## src/rtl/iomem_gpio.sv

```systemverilog
// iomem_gpio: GPIO peripheral on the PicoRV32 native memory bus.
//
// Registers (offset = addr[7:2] word index, shown as byte offset):
//   0x00 OUT   R/W  pin output values
//   0x04 IN    RO   synchronised pin inputs
//   0x08 OE    R/W  per-pin output enable, 1 = drive
//   0x0C PEND  W1C  sticky rising-edge flags
//   0x10 IEN   R/W  per-pin interrupt enable
//   0x14 OUT_SET / 0x18 OUT_CLR  write-only bit set/clear of OUT, read back OUT
//        (present only when IOMEM_GPIO_SETCLR_EN is defined; otherwise unmapped)
//
// Every hit is acknowledged with a single-cycle mem_ready pulse one cycle after
// the request; mem_rdata is zero whenever mem_ready is low so the SoC can OR
// read data from several peripherals.

module iomem_gpio #(
  parameter int                    GPIO_WIDTH = 8,
  parameter logic [31:0]           BASE_ADDR  = 32'h0200_0000,
  parameter logic [GPIO_WIDTH-1:0] OUT_RESET  = '1,
  parameter logic [GPIO_WIDTH-1:0] OE_RESET   = '1
) (
  input  logic                  clk,
  input  logic                  resetn,
  input  logic                  mem_valid,
  output logic                  mem_ready,
  input  logic [31:0]           mem_addr,
  input  logic [31:0]           mem_wdata,
  input  logic [3:0]            mem_wstrb,
  output logic [31:0]           mem_rdata,
  input  logic [GPIO_WIDTH-1:0] gpio_in,
  output logic [GPIO_WIDTH-1:0] gpio_out,
  output logic [GPIO_WIDTH-1:0] gpio_oe,
  output logic                  irq
);

  localparam logic [5:0] OFF_OUT  = 6'h00;
  localparam logic [5:0] OFF_IN   = 6'h01;
  localparam logic [5:0] OFF_OE   = 6'h02;
  localparam logic [5:0] OFF_PEND = 6'h03;
  localparam logic [5:0] OFF_IEN  = 6'h04;
`ifdef IOMEM_GPIO_SETCLR_EN
  localparam logic [5:0] OFF_SET  = 6'h05;
  localparam logic [5:0] OFF_CLR  = 6'h06;
`endif

  logic [GPIO_WIDTH-1:0] out_q, out_d;
  logic [GPIO_WIDTH-1:0] oe_q, oe_d;
  logic [GPIO_WIDTH-1:0] pend_q, pend_d;
  logic [GPIO_WIDTH-1:0] ien_q, ien_d;
  logic [GPIO_WIDTH-1:0] sync1_q, sync1_d;
  logic [GPIO_WIDTH-1:0] sync2_q, sync2_d;
  logic [GPIO_WIDTH-1:0] prev_q, prev_d;
  logic                  ready_q, ready_d;
  logic [31:0]           rdata_q, rdata_d;
  logic                  irq_q, irq_d;

  logic                  hit;
  logic                  sel;
  logic                  wr;
  logic [5:0]            off;
  logic [31:0]           strb_mask32;
  logic [GPIO_WIDTH-1:0] lane_mask;
  logic [GPIO_WIDTH-1:0] wdat;
  logic [GPIO_WIDTH-1:0] w1c;
  logic [GPIO_WIDTH-1:0] rise;
  logic [31:0]           rd_val;

  // Address decode and handshake qualification; !ready_q keeps a held request
  // from being taken twice.
  assign hit = (mem_addr[31:8] == BASE_ADDR[31:8]);
  assign sel = mem_valid && hit && !ready_q;
  assign wr  = sel && (mem_wstrb != 4'b0000);
  assign off = mem_addr[7:2];

  // Byte strobes expanded to bit mask; lanes above GPIO_WIDTH fall off here.
  assign strb_mask32 = {{8{mem_wstrb[3]}}, {8{mem_wstrb[2]}},
                        {8{mem_wstrb[1]}}, {8{mem_wstrb[0]}}};
  assign lane_mask   = strb_mask32[GPIO_WIDTH-1:0];
  assign wdat        = mem_wdata[GPIO_WIDTH-1:0] & lane_mask;

  assign rise = sync2_q & ~prev_q;

  // Register writes, sticky pending update (set beats clear) and irq level.
  always_comb begin
    out_d = out_q;
    oe_d  = oe_q;
    ien_d = ien_q;
    w1c   = '0;
    if (wr) begin
      case (off)
        OFF_OUT:  out_d = (out_q & ~lane_mask) | wdat;
        OFF_OE:   oe_d  = (oe_q  & ~lane_mask) | wdat;
        OFF_PEND: w1c   = wdat;
        OFF_IEN:  ien_d = (ien_q & ~lane_mask) | wdat;
`ifdef IOMEM_GPIO_SETCLR_EN
        OFF_SET:  out_d = out_q | wdat;
        OFF_CLR:  out_d = out_q & ~wdat;
`endif
        default:  ;
      endcase
    end
    pend_d = (pend_q & ~w1c) | rise;
    irq_d  = |(pend_q & ien_q);
  end

  // Read mux; PEND returns the pre-update value so a same-cycle edge is not lost
  // from software's view (it shows on the next read).
  always_comb begin
    rd_val = '0;
    case (off)
      OFF_OUT:  rd_val[GPIO_WIDTH-1:0] = out_q;
      OFF_IN:   rd_val[GPIO_WIDTH-1:0] = sync2_q;
      OFF_OE:   rd_val[GPIO_WIDTH-1:0] = oe_q;
      OFF_PEND: rd_val[GPIO_WIDTH-1:0] = pend_q;
      OFF_IEN:  rd_val[GPIO_WIDTH-1:0] = ien_q;
`ifdef IOMEM_GPIO_SETCLR_EN
      OFF_SET,
      OFF_CLR:  rd_val[GPIO_WIDTH-1:0] = out_q;
`endif
      default:  rd_val = '0;
    endcase
    ready_d = sel;
    rdata_d = sel ? rd_val : 32'h0;
  end

  // Input synchroniser and edge-history chain.
  always_comb begin
    sync1_d = gpio_in;
    sync2_d = sync1_q;
    prev_d  = sync2_q;
  end

  // State registers.
  always_ff @(posedge clk or negedge resetn) begin
    if (!resetn) begin
      out_q   <= OUT_RESET;
      oe_q    <= OE_RESET;
      pend_q  <= '0;
      ien_q   <= '0;
      sync1_q <= '0;
      sync2_q <= '0;
      prev_q  <= '0;
      ready_q <= 1'b0;
      rdata_q <= 32'h0;
      irq_q   <= 1'b0;
    end else begin
      out_q   <= out_d;
      oe_q    <= oe_d;
      pend_q  <= pend_d;
      ien_q   <= ien_d;
      sync1_q <= sync1_d;
      sync2_q <= sync2_d;
      prev_q  <= prev_d;
      ready_q <= ready_d;
      rdata_q <= rdata_d;
      irq_q   <= irq_d;
    end
  end

  assign mem_ready = ready_q;
  assign mem_rdata = rdata_q;
  assign gpio_out  = out_q;
  assign gpio_oe   = oe_q;
  assign irq       = irq_q;

  // Byte-offset bits and lanes above GPIO_WIDTH are intentionally ignored.
  logic unused_bits;
  assign unused_bits = ^{mem_addr[1:0], mem_wdata, strb_mask32};

endmodule

```

## config.mk

```make
export PLATFORM = sky130hd
export DESIGN_NAME = iomem_gpio
export DESIGN_NICKNAME = d
export VERILOG_FILES = /design/src/rtl/iomem_gpio.sv
export SDC_FILE = /design/constraint.sdc
export NUM_CORES = 1
export LEC_CHECK = 0
export CAP_MARGIN = 20
export CORE_UTILIZATION = 42
export CTS_CLUSTER_SIZE = 24
export DETAILED_ROUTE_END_ITERATION = 8
export PLACE_DENSITY = 0.81
export SLEW_MARGIN = 25
export SYNTH_ARGS = -nofsm -noshare
export SYNTH_HDL_FRONTEND = slang
export SYNTH_SLANG_ARGS = --single-unit
```

## constraint.sdc

```tcl
create_clock -name clk -period 2.5 [get_ports clk]
set_input_delay 0.5 -clock clk [delete_from_list [all_inputs] [get_ports clk]]
set_output_delay 0.5 -clock clk [all_outputs]
set_load 0.02 [all_outputs]
```

# Yosys cells after proc, flatten, opt, wreduce, memory -nomap -nowiden
# Index checks and enable logic that the tools add are counted.
[op_classes]
n_eq_ne = 5
n_mux = 4
bitwise_logic = 14
n_reduce_logical = 10
[op_table]
columns = ["op", "n"]
rows = [
  ["8-bit bitwise AND", 7],
  ["8-bit case mux with 5 select lines", 1],
  ["8-bit OR", 4],
  ["24-bit by 18-bit == test with 1-bit output, second input constant", 1],
  ["8-bit 2-to-1 mux", 3],
  ["8-bit NOT", 3],
  ["6-bit by 2-bit == test with 1-bit output, second input constant", 2],
  ["8-bit OR reduction", 1],
  ["6-bit by 1-bit == test with 1-bit output, second input constant", 1],
  ["6-bit by 3-bit == test with 1-bit output, second input constant", 1],
  ["6-bit zero test", 1],
  ["2-bit AND reduction", 3],
  ["4-bit nonzero test", 1],
  ["1-bit logical AND", 3],
  ["1-bit zero test", 1],
]
[totals]
ff_bits = 66
in_bits = 79
output_inout_bits = 50
word_cells = 43

# Logic depth before layout (Yosys ltp)
# Gate-level depths: netlist (run 1).
[depth]
ltp_word = 8
mapped_depth = 7
depth_no_buf = 4

# Worst setup path before layout (run 1)
# Ideal clock, no wire load.
[synth_path]
path_kind = "input-to-reg"
from = "in mem_addr[9]"
to = "reg (tool-made name)"
setup_ps = 82
arrival_ps = 2083
t_required_ps = 2418
setup_slack_ps = 335
cell_stages = 5
path_buffers = 1
cell_sequence = "nor4b_1 > nand4_1 > buf_6 > nor4_4 > mux2_2"
[synth_rtl]
columns = ["item", "line_no", "rtl"]
rows = [
  ["start: declaration", "26", "input logic [31:0] mem_addr,"],
]

==> results of run 1 <==
## worst max-delay path, cell delays in order
cell             delay [ns]
clkdlybuf4s50_1        0.40
nor4b_1                0.31
nand4_1                0.14
buf_4                  0.19
nor4b_4                0.37
buf_4                  0.20
mux2_2                 0.33
## cells by family (layout without fill, tap and decap cells)
kind of cell,count (synthesis),count (layout)
other,1,24
AO/OA/AOI/OAI,36,36
buffers and inverters,53,129
AND/OR/NAND/NOR,45,45
flip-flops,66,66
multiplexers,32,32
## power by group through the flow
stage	Combinational, mW	Clock, mW	Sequential [mW]
floorplan	0.0973	0	1.11
global placement	0.188	0	1.12
detailed placement	0.192	0	1.12
CTS	0.193	0.934	1.10
global route	0.210	0.982	1.10
finish	0.193	0.914	1.10
## path summary, 6_finish.rpt
path | from | end
max | mem_addr[9] | flop
min | resetn | sync1_q[6]
max reg2reg | mem_ready | flop
min reg2reg | sync1_q[1] | prev_d[1]
max in group asynchronous | resetn | asynchronous set/reset pin
min in group clk | sync1_q[1] | prev_d[1]
## per-layer routing
metal  wire length, µm  share of wire (%)  vias to the layer above  GRT usage, %
met3               523                7.7                       11         4.572
met5                 0                  0                        -             0
met4               116                1.7                        0         9.861
met1              2841                 42                     1068         25.82
met2              3329                 49                      108         32.92
li1                  -                  -                      976             -
## synth_stat cells (all sizes together)
| library cell | number | share of area (%) |
|---|---|---|
| dfrtp | 50 | 43 |
| buf | 29 | 7.7 |
| mux2 | 24 | 9.3 |
| inv | 18 | 2.3 |
| dfstp | 16 | 14 |
| a22oi | 12 | 3.1 |
| nand4 | 10 | 2.2 |
| nand2 | 9 | 1.2 |
| nor3 | 9 | 1.6 |
| a21oi | 8 | 1.4 |
| mux2i | 8 | 2.8 |
| o22ai | 8 | 1.7 |
| o2bb2ai | 8 | 2.4 |
| clkbuf | 6 | 0.78 |
| nor4 | 6 | 2.3 |
| nor4b | 4 | 2.2 |
| nor2 | 2 | 0.26 |
| and2 | 1 | 0.22 |
| and3 | 1 | 0.22 |
| and3b | 1 | 0.30 |
| conb | 1 | 0.13 |
| nand3 | 1 | 0.17 |
| or2 | 1 | 0.22 |
## per-stage QoR
stage / std cells / area (µm²) / utilization, %
after floorplan: 256 / 2989 / -
after global placement: 394 / 3756 / 57.83
after detailed placement: 394 / 3756 / 57.83
after CTS: 409 / 3960 / 60.97
after global routing: 409 / 3960 / 60.97
final: 409 / 3960 / 60.97
## area by class of cell
class	count	area [µm²]	share of cell area, %
multi-input combinational	137	1005	25.37
clock buffer	13	168.9	4.265
timing repair buffer	96	915.9	23.13
inverter	18	67.56	1.706
tap	77	96.34	2.433
sequential	66	1672	42.21
clock inverter	2	35.03	0.8847
==> metrics.yaml, run 1 <==
p_clk_share_pct: 41.5
clock_latency_ns: 0.34
io_buffers: 75
gr-usage-all-layers_pct: 20.29
wl_mm: 6.810
die_w_um: 85.14
drtAntennaViolNets: 0
setup-tns-final_ns: 0
whs_ns: 0.07937
synth.distinct_cells: 27
worst-path-max-fanout: 6
synth-simple-area-share_pct: 10.82
synth_top_family_by_area: "multiplexers"
via_count: 2163
clock_sinks: 66
drc: 0
clockBufferDepth: 2
row_count: 29
drive_gt1_share_pct: 24.40
netlist_area_um2: 2903
seq_power_share_pct: 49.8
reg2reg_slack_ns: 0.48
fmax_mhz: 459.1
power_mw: 2.204
crit_required_ns: 2.76
max-cap-violations: 0
viasPerCell: 5.289
synth-seq-cells: 66
post-cts-setup-buffer-count: 0
design.die.area_um2: 7248
cts.htree.levels: 3
synthCells: 233
p_int_mw: 1.715
fin_crit_ns: 2.178
crit_path_start_kind: "primary input"
swShare_pct: 22.19
leakagePower_nw: 1.746
core-area_um2: 6495
synthAdderAreaFrac_pct: 0
preCtsSetupSlack_ns: -0.04524
antenna_cells: 0
syn_to_final_growth_pct: 36.42
powerDensity_nw_per_um2: 556.6
gp_congestion: 0.8614
hp-class: "primary input to asynchronous set/reset pin"
initial_core_util_pct: 44.69
yosysWarnings: 0
cts_tree: "done"
drt-wirelength-per-cell_um: 16.65
place_hpwl_mm: 4.866
fin_ws_ns: 0.3219
numCtsBuffers: 9
grt_pass1_wl_mm: 10.92
worstSetupPathType: "primary input to flop"
clock-skew-final_ns: 0.01033
nNetsFinal: 407
min_period_over_period_pct: 87.13
drt_iter0_drc: 137
antenna_found_initial: 0
cts_hold_buffers: 0
ir_worst_vdd_mv: 0.3761
synth.area.mux_share_pct: 12.07
net-switching-power_mw: 0.4890
drv_slew: 0
status: "finished, final reports clean"
syn_avg_cell_area_um2: 12.46
ios: 129
arrival_ns: 2.44
p_comb_share_pct: 8.7
reg2reg_depth: 6
endpoint_kind: "flop"
root_buffer: "clkbuf_8"
setup_viol: 0
clk_pin_slew_ns: 0.07
synth_xor_area_share_pct: 0
grt_max_degree: 30
ys_seq_area_share_pct: 57.59
grt_pass1_vias: 2160
drtPass1Iterations: 4
final_common_cell: "clkdlybuf4s50_1"
final_cell_mix: "74 x clkdlybuf4s50_1, 50 x dfrtp_1, 24 x mux2_2, 24 x conb_1, 20 x buf_4"
post_cts_resized: 0
grt_overflow: 0
die_h_um: 85.14
filler_cell_count: 525
finalHoldViolCount: 0
synth_compound_area_share_pct: 8.621
rsz0062_at_grt: "no"
(Power assumes the default switching activity.)
==> run 2: changes to the inputs <==
--- a/config.mk
+++ b/config.mk
@@ -6,8 +6,8 @@
 export NUM_CORES = 1
 export LEC_CHECK = 0
 export CAP_MARGIN = 20
+export CORE_MARGIN = 10
 export CORE_UTILIZATION = 42
-export CTS_CLUSTER_SIZE = 24
 export DETAILED_ROUTE_END_ITERATION = 8
 export PLACE_DENSITY = 0.81
 export SLEW_MARGIN = 25
==> run 2 against run 1 <==
  * Sequential share of layout area grew 0.27 points
  * Register-to-register slack gained 0.02 ns
  * Combinational power is essentially flat
  * Largest cell class unchanged
  * Highest routed layer unchanged
==> metrics.yaml, run 2 (synthesis gave the netlist of run 1 again) <==
fin_crit_ns: 2.162  # was 2.178 ns
setup_viol: 0  # unchanged
final_cell_mix: "74 x clkdlybuf4s50_1, 50 x dfrtp_1, 24 x mux2_2, 24 x conb_1, 18 x inv_1"  # was 74 x clkdlybuf4s50_1, 50 x dfrtp_1, 24 x mux2_2, 24 x conb_1, 20 x buf_4
die_w_um: 103.1  # was 85.14 µm
nNetsFinal: 404  # was 407
slowest_delay_ns: 0.40  # about the same
initial_core_util_pct: 42.96  # was 44.69%
gp_congestion: 0.8169  # was 0.8614
power_mw: 2.185  # was 2.204 mW
place_hpwl_mm: 5.482  # was 4.866 mm
status: "finished, final reports clean"  # unchanged
p_clk_share_pct: 40.9  # was 41.5%
cts_hold_buffers: 0  # unchanged
clockBufferDepth: 2  # unchanged
drc: 0  # unchanged
slowest_stage: "clkdlybuf4s50_1"  # unchanged
antenna_cells: 0  # unchanged
ir_worst_vdd_mv: 0.3665  # was 0.3761 mV
root_buffer: "clkbuf_8"  # unchanged
drive_gt1_share_pct: 23.33  # was 24.40%
clk_pin_slew_ns: 0.07  # about the same
powerDensity_nw_per_um2: 555.2  # was 556.6 nW/µm²
drt_iter0_drc: 88  # was 137
drtPass1Iterations: 4  # unchanged
drv_slew: 0  # unchanged
arrival_ns: 2.44  # about the same
hp-class: "primary input to asynchronous set/reset pin"  # unchanged
clock_sinks: 66  # unchanged
viasPerCell: 5.120  # was 5.289
rsz0062_at_grt: "no"  # unchanged
finalHoldViolCount: 0  # unchanged
io_buffers: 75  # unchanged
fmax_mhz: 462.4  # was 459.1 MHz
numCtsBuffers: 9  # unchanged
post-cts-setup-buffer-count: 0  # unchanged
syn_to_final_growth_pct: 35.56  # was 36.42%
leakagePower_nw: 1.730  # was 1.746 nW
core-area_um2: 6756  # was 6495 µm²
wl_mm: 7.560  # was 6.810 mm
worst_setup_path_startpoint: "mem_addr[15]"  # was mem_addr[9]
max-cap-violations: 0  # unchanged
clock_latency_ns: 0.34  # about the same
endpoint_kind: "flop"  # unchanged
clock-skew-final_ns: 0.007601  # was 0.01033 ns
min_period_over_period_pct: 86.50  # was 87.13%
drt-wirelength-per-cell_um: 18.44  # was 16.65 µm
worst-path-max-fanout: 12  # was 6
grt_overflow: 0  # unchanged
via_count: 2099  # was 2163
utilization_pct: 58.24  # was 60.97%
antenna_found_initial: 0  # unchanged
worstSetupPathType: "primary input to flop"  # unchanged
crit_path_start_kind: "primary input"  # unchanged
crit_chain: "clkdlybuf4s50_1, nor4_1, nand4_1, buf_4, nor4b_4, buf_4, mux2_2"  # was clkdlybuf4s50_1, nor4b_1, nand4_1, buf_4, nor4b_4, buf_4, mux2_2
grt_pass1_wl_mm: 11.61  # was 10.92 mm
die_h_um: 103.1  # was 85.14 µm
r2r_start: "mem_ready"  # unchanged
p_int_mw: 1.695  # was 1.715 mW
cts.htree.levels: 3  # unchanged
cts_tree: "done"  # unchanged
grt_max_degree: 42  # was 30
cpMostUsedCell: "buf_4"  # unchanged
drtAntennaViolNets: 0  # unchanged
relSlewSlack_pct: 58.01
net-switching-power_mw: 0.4901  # was 0.4890 mW
seq_power_share_pct: 50.2  # was 49.8%
ios: 129  # unchanged
crit_required_ns: 2.77  # was 2.76 ns
final_common_cell: "clkdlybuf4s50_1"  # unchanged
grt_pass1_vias: 2295  # was 2160
post_cts_resized: 0  # unchanged
p_comb_share_pct: 8.9  # was 8.7%
gr-usage-all-layers_pct: 14.37  # was 20.29%
design.die.area_um2: 10640  # was 7248 µm²
swShare_pct: 22.43  # was 22.19%
row_count: 30  # was 29
worst_slew_pin_slew_ns: 0.6299
run 2: cell types whose count changed in the layout (fill, tap and decap cells not counted), sizes merged:
cell | previous run | this run
clkbuf | 13 | 14
buf | 22 | 19
run 2: per-layer routing:
metal | up-vias | track usage, % | wire length, µm
li1 | 967 | - | -
met1 | 1014 | 16.48 | 2964
met2 | 105 | 22.82 | 3514
met3 | 13 | 5.965 | 936
met4 | 0 | 6.738 | 143
met5 | - | 0 | 0
run 2: worst paths after layout:
kind	to	slack, ns	cells after the start
worst min register to register	prev_d[5]	0.35	0
worst max register to register	flop	0.50	6
worst min-delay path	sync1_q[6]	0.17	1
worst max-delay path	flop	0.34	7
max in group asynchronous	asynchronous set/reset pin	1.64	2
min in group clk	prev_d[5]	0.35	0
run 2: area by class of cell:
class / count / area [µm²]
timing repair buffer: 93 / 893.4
multi-input combinational: 137 / 1005
sequential: 66 / 1672
tap: 80 / 100.1
inverter: 18 / 67.56
fill: 565 / 2821
clock buffer: 14 / 162.7
clock inverter: 2 / 35.03
run 2: critical path, delay by kind of cell:
family	cells	cell delay (ns)
buffers and inverters	3	0.86
AND/OR/NAND/NOR	3	0.72
multiplexers	1	0.35
run 2: metrics by stage:
step | instance area, µm² | hold WS, ns | worst slack (ns) | setup TNS, ns | cells
after floorplan | 2989 | 0.2044 | 0.3352 | 0 | 256
after global placement | 3737 | 0.3321 | -0.002586 | -0.009333 | 394
after detailed placement | 3737 | 0.3347 | -0.01016 | -0.04318 | 394
after CTS | 3935 | 0.1721 | 0.3438 | 0 | 410
after global routing | 3935 | 0.2027 | 0.2579 | 0 | 410
final | 3935 | 0.1714 | 0.3376 | 0 | 410
run 2: power groups by stage:
stage               clock network (mW)  logic (mW)  registers, mW
floorplan                            0      0.0973           1.11
global route                     0.956       0.211           1.10
global placement                     0       0.189           1.11
CTS                              0.910       0.193           1.10
detailed placement                   0       0.192           1.12
finish                           0.893       0.194           1.10
==> run 3: changes to the inputs <==
--- a/config.mk
+++ b/config.mk
@@ -7,9 +7,11 @@
 export LEC_CHECK = 0
 export CAP_MARGIN = 20
 export CORE_MARGIN = 10
-export CORE_UTILIZATION = 42
+export CORE_UTILIZATION = 33
 export DETAILED_ROUTE_END_ITERATION = 8
-export PLACE_DENSITY = 0.81
+export GPL_ROUTABILITY_DRIVEN = 0
+export PLACE_DENSITY = 0.67
+export SKIP_LAST_GASP = 1
 export SLEW_MARGIN = 25
 export SYNTH_ARGS = -nofsm -noshare
 export SYNTH_HDL_FRONTEND = slang
==> run 3 against run 2 <==
  * Die area increased by 22%
  * Clock-buffer cell count down 1
  * Largest power group unchanged
  * Register-to-register slack about the same
  * Clock power down 14%
==> metrics.yaml, run 3 (synthesis gave the netlist of run 1 again) <==
status: "finished, final reports clean"  # unchanged
grt_pass1_vias: 2369  # was 2295
drtAntennaViolNets: 0  # unchanged
setup_viol: 0  # unchanged
post_cts_resized: 0  # unchanged
hp-class: "primary input to asynchronous set/reset pin"  # unchanged
reg2reg_depth: 6  # unchanged
design.die.area_um2: 12950  # was 10640 µm²
crit_family: "buffers and inverters"  # unchanged
worst-path-max-fanout: 7  # was 12
drtPass1Iterations: 4  # unchanged
drt_iter0_drc: 90  # was 88
grt_pass1_wl_mm: 12.26  # was 11.61 mm
syn_to_final_growth_pct: 36.29  # was 35.56%
via_count: 2104  # was 2099
core-area_um2: 8636  # was 6756 µm²
fin_ws_ns: 0.3365  # was 0.3376 ns
fmax_mhz: 462.2  # was 462.4 MHz
rsz0062_at_grt: "no"  # unchanged
filler_cell_count: 832  # was 565
fin_crit_ns: 2.163  # was 2.162 ns
powerDensity_nw_per_um2: 519.5  # was 555.2 nW/µm²
root_buffer: "clkbuf_8"  # unchanged
slowest_stage: "clkdlybuf4s50_1"  # unchanged
endpoint_kind: "flop"  # unchanged
drt-wirelength-per-cell_um: 17.59  # was 18.44 µm
grt_max_degree: 67  # was 42
antenna_found_initial: 0  # unchanged
cpMostUsedCell: "buf_4"  # unchanged
finalHoldViolCount: 0  # unchanged
worstSetupPathType: "primary input to flop"  # unchanged
path_buf_inv: 3  # unchanged
row_count: 34  # was 30
arrival_ns: 2.43  # was 2.44 ns
slowest_delay_ns: 0.40  # about the same
io_buffers: 75  # unchanged
cts.htree.levels: 3  # unchanged
initial_core_util_pct: 33.61  # was 42.96%
gr-usage-all-layers_pct: 12.05  # was 14.37%
r2r_start: "mem_ready"  # unchanged
ios: 129  # unchanged
crit_path_start_kind: "primary input"  # unchanged
final_common_cell: "clkdlybuf4s50_1"  # unchanged
leakagePower_nw: 1.723  # was 1.730 nW
ir_worst_vdd_mv: 0.2575  # was 0.3665 mV
antenna_cells: 0  # unchanged
final_cell_mix: "74 x clkdlybuf4s50_1, 50 x dfrtp_1, 24 x mux2_2, 24 x conb_1, 18 x inv_1"  # unchanged
viasPerCell: 4.793  # was 5.120
nNetsFinal: 405  # was 404
clock-skew-final_ns: 0.01047  # was 0.007601 ns
numCtsBuffers: 9  # unchanged
power_mw: 2.055  # was 2.185 mW
die_w_um: 113.8  # was 103.1 µm
cts_hold_buffers: 0  # unchanged
cts_tree: "done"  # unchanged
drv_slew: 0  # unchanged
crit_required_ns: 2.76  # was 2.77 ns
clock_sinks: 66  # unchanged
die_h_um: 113.8  # was 103.1 µm
max-cap-violations: 0  # unchanged
clock_latency_ns: 0.34  # about the same
min_period_over_period_pct: 86.54  # was 86.50%
clk_pin_slew_ns: 0.07  # about the same
grt_overflow: 0  # unchanged
reg2reg_slack_ns: 0.51  # was 0.50 ns
wl_mm: 7.724  # was 7.560 mm
post-cts-setup-buffer-count: 0  # unchanged
preCtsSetupSlack_ns: -0.06603  # was -0.01016 ns
crit_chain: "clkdlybuf4s50_1, nor4_1, nand4_1, buf_4, nor4b_4, buf_4, mux2_2"  # unchanged
clockBufferDepth: 2  # unchanged
drive_gt1_share_pct: 23.56  # was 23.33%
place_hpwl_mm: 5.633  # was 5.482 mm
drc: 0  # unchanged
run 3: final cells by class:
class | instances | area [µm²] | share of cell area (%)
multi-input cells | 137 | 1005 | 25.40
repair buffers | 94 | 913.4 | 23.09
flip-flops and latches | 66 | 1672 | 42.25
clock inverters | 3 | 15.01 | 0.3795
clock buffers | 13 | 148.9 | 3.763
well taps | 108 | 135.1 | 3.416
inverters | 18 | 67.56 | 1.708
run 3: where the power goes:
group	internal, mW	switching (mW)	leakage (nW)
logic	0.0915	0.103	0.870
clock network	0.383	0.381	0.0872
registers	1.09	0.00822	0.766
run 3: how the worst max path moves through the flow:
stage                       startpoint  endpoint  slack [ns]  cells past startpoint
after floorplan            mem_addr[9]      flop        0.34                      5
after global placement     mem_addr[8]      flop       -0.08                      7
after detailed placement   mem_addr[8]      flop       -0.07                      7
after CTS                  mem_addr[8]      flop        0.29                      7
after global routing      mem_addr[15]      flop        0.20                      7
final                      mem_addr[8]      flop        0.34                      7
run 3: worst register-to-register path, delay by kind of cell (launching register included):
kind | cells | cell delay [ns]
and+or+nand+nor | 3 | 0.75
buffers and inverters | 2 | 0.42
DFF | 1 | 0.38
muxes | 1 | 0.35
run 3: metrics by stage:
step           util [%]  hold WS (ns)  cell area, µm²  TNS (ns)  cells
3_5_place_dp      43.91        0.3347            3792   -0.7664    423
5_1_grt           45.81        0.1841            3956         0    439
6_report          45.81        0.1438            3956         0    439
4_1_cts           45.81        0.1622            3956         0    439
2_1_floorplan         -        0.2044            2989         0    256
3_3_place_gp      43.91        0.3333            3792   -0.7007    423
run 3: metal layers:
metal	global-route usage [%]	wire length (µm)
met4	4.762	76
met5	0	0
met2	18.40	3483
met1	14.87	3423
met3	4.882	741
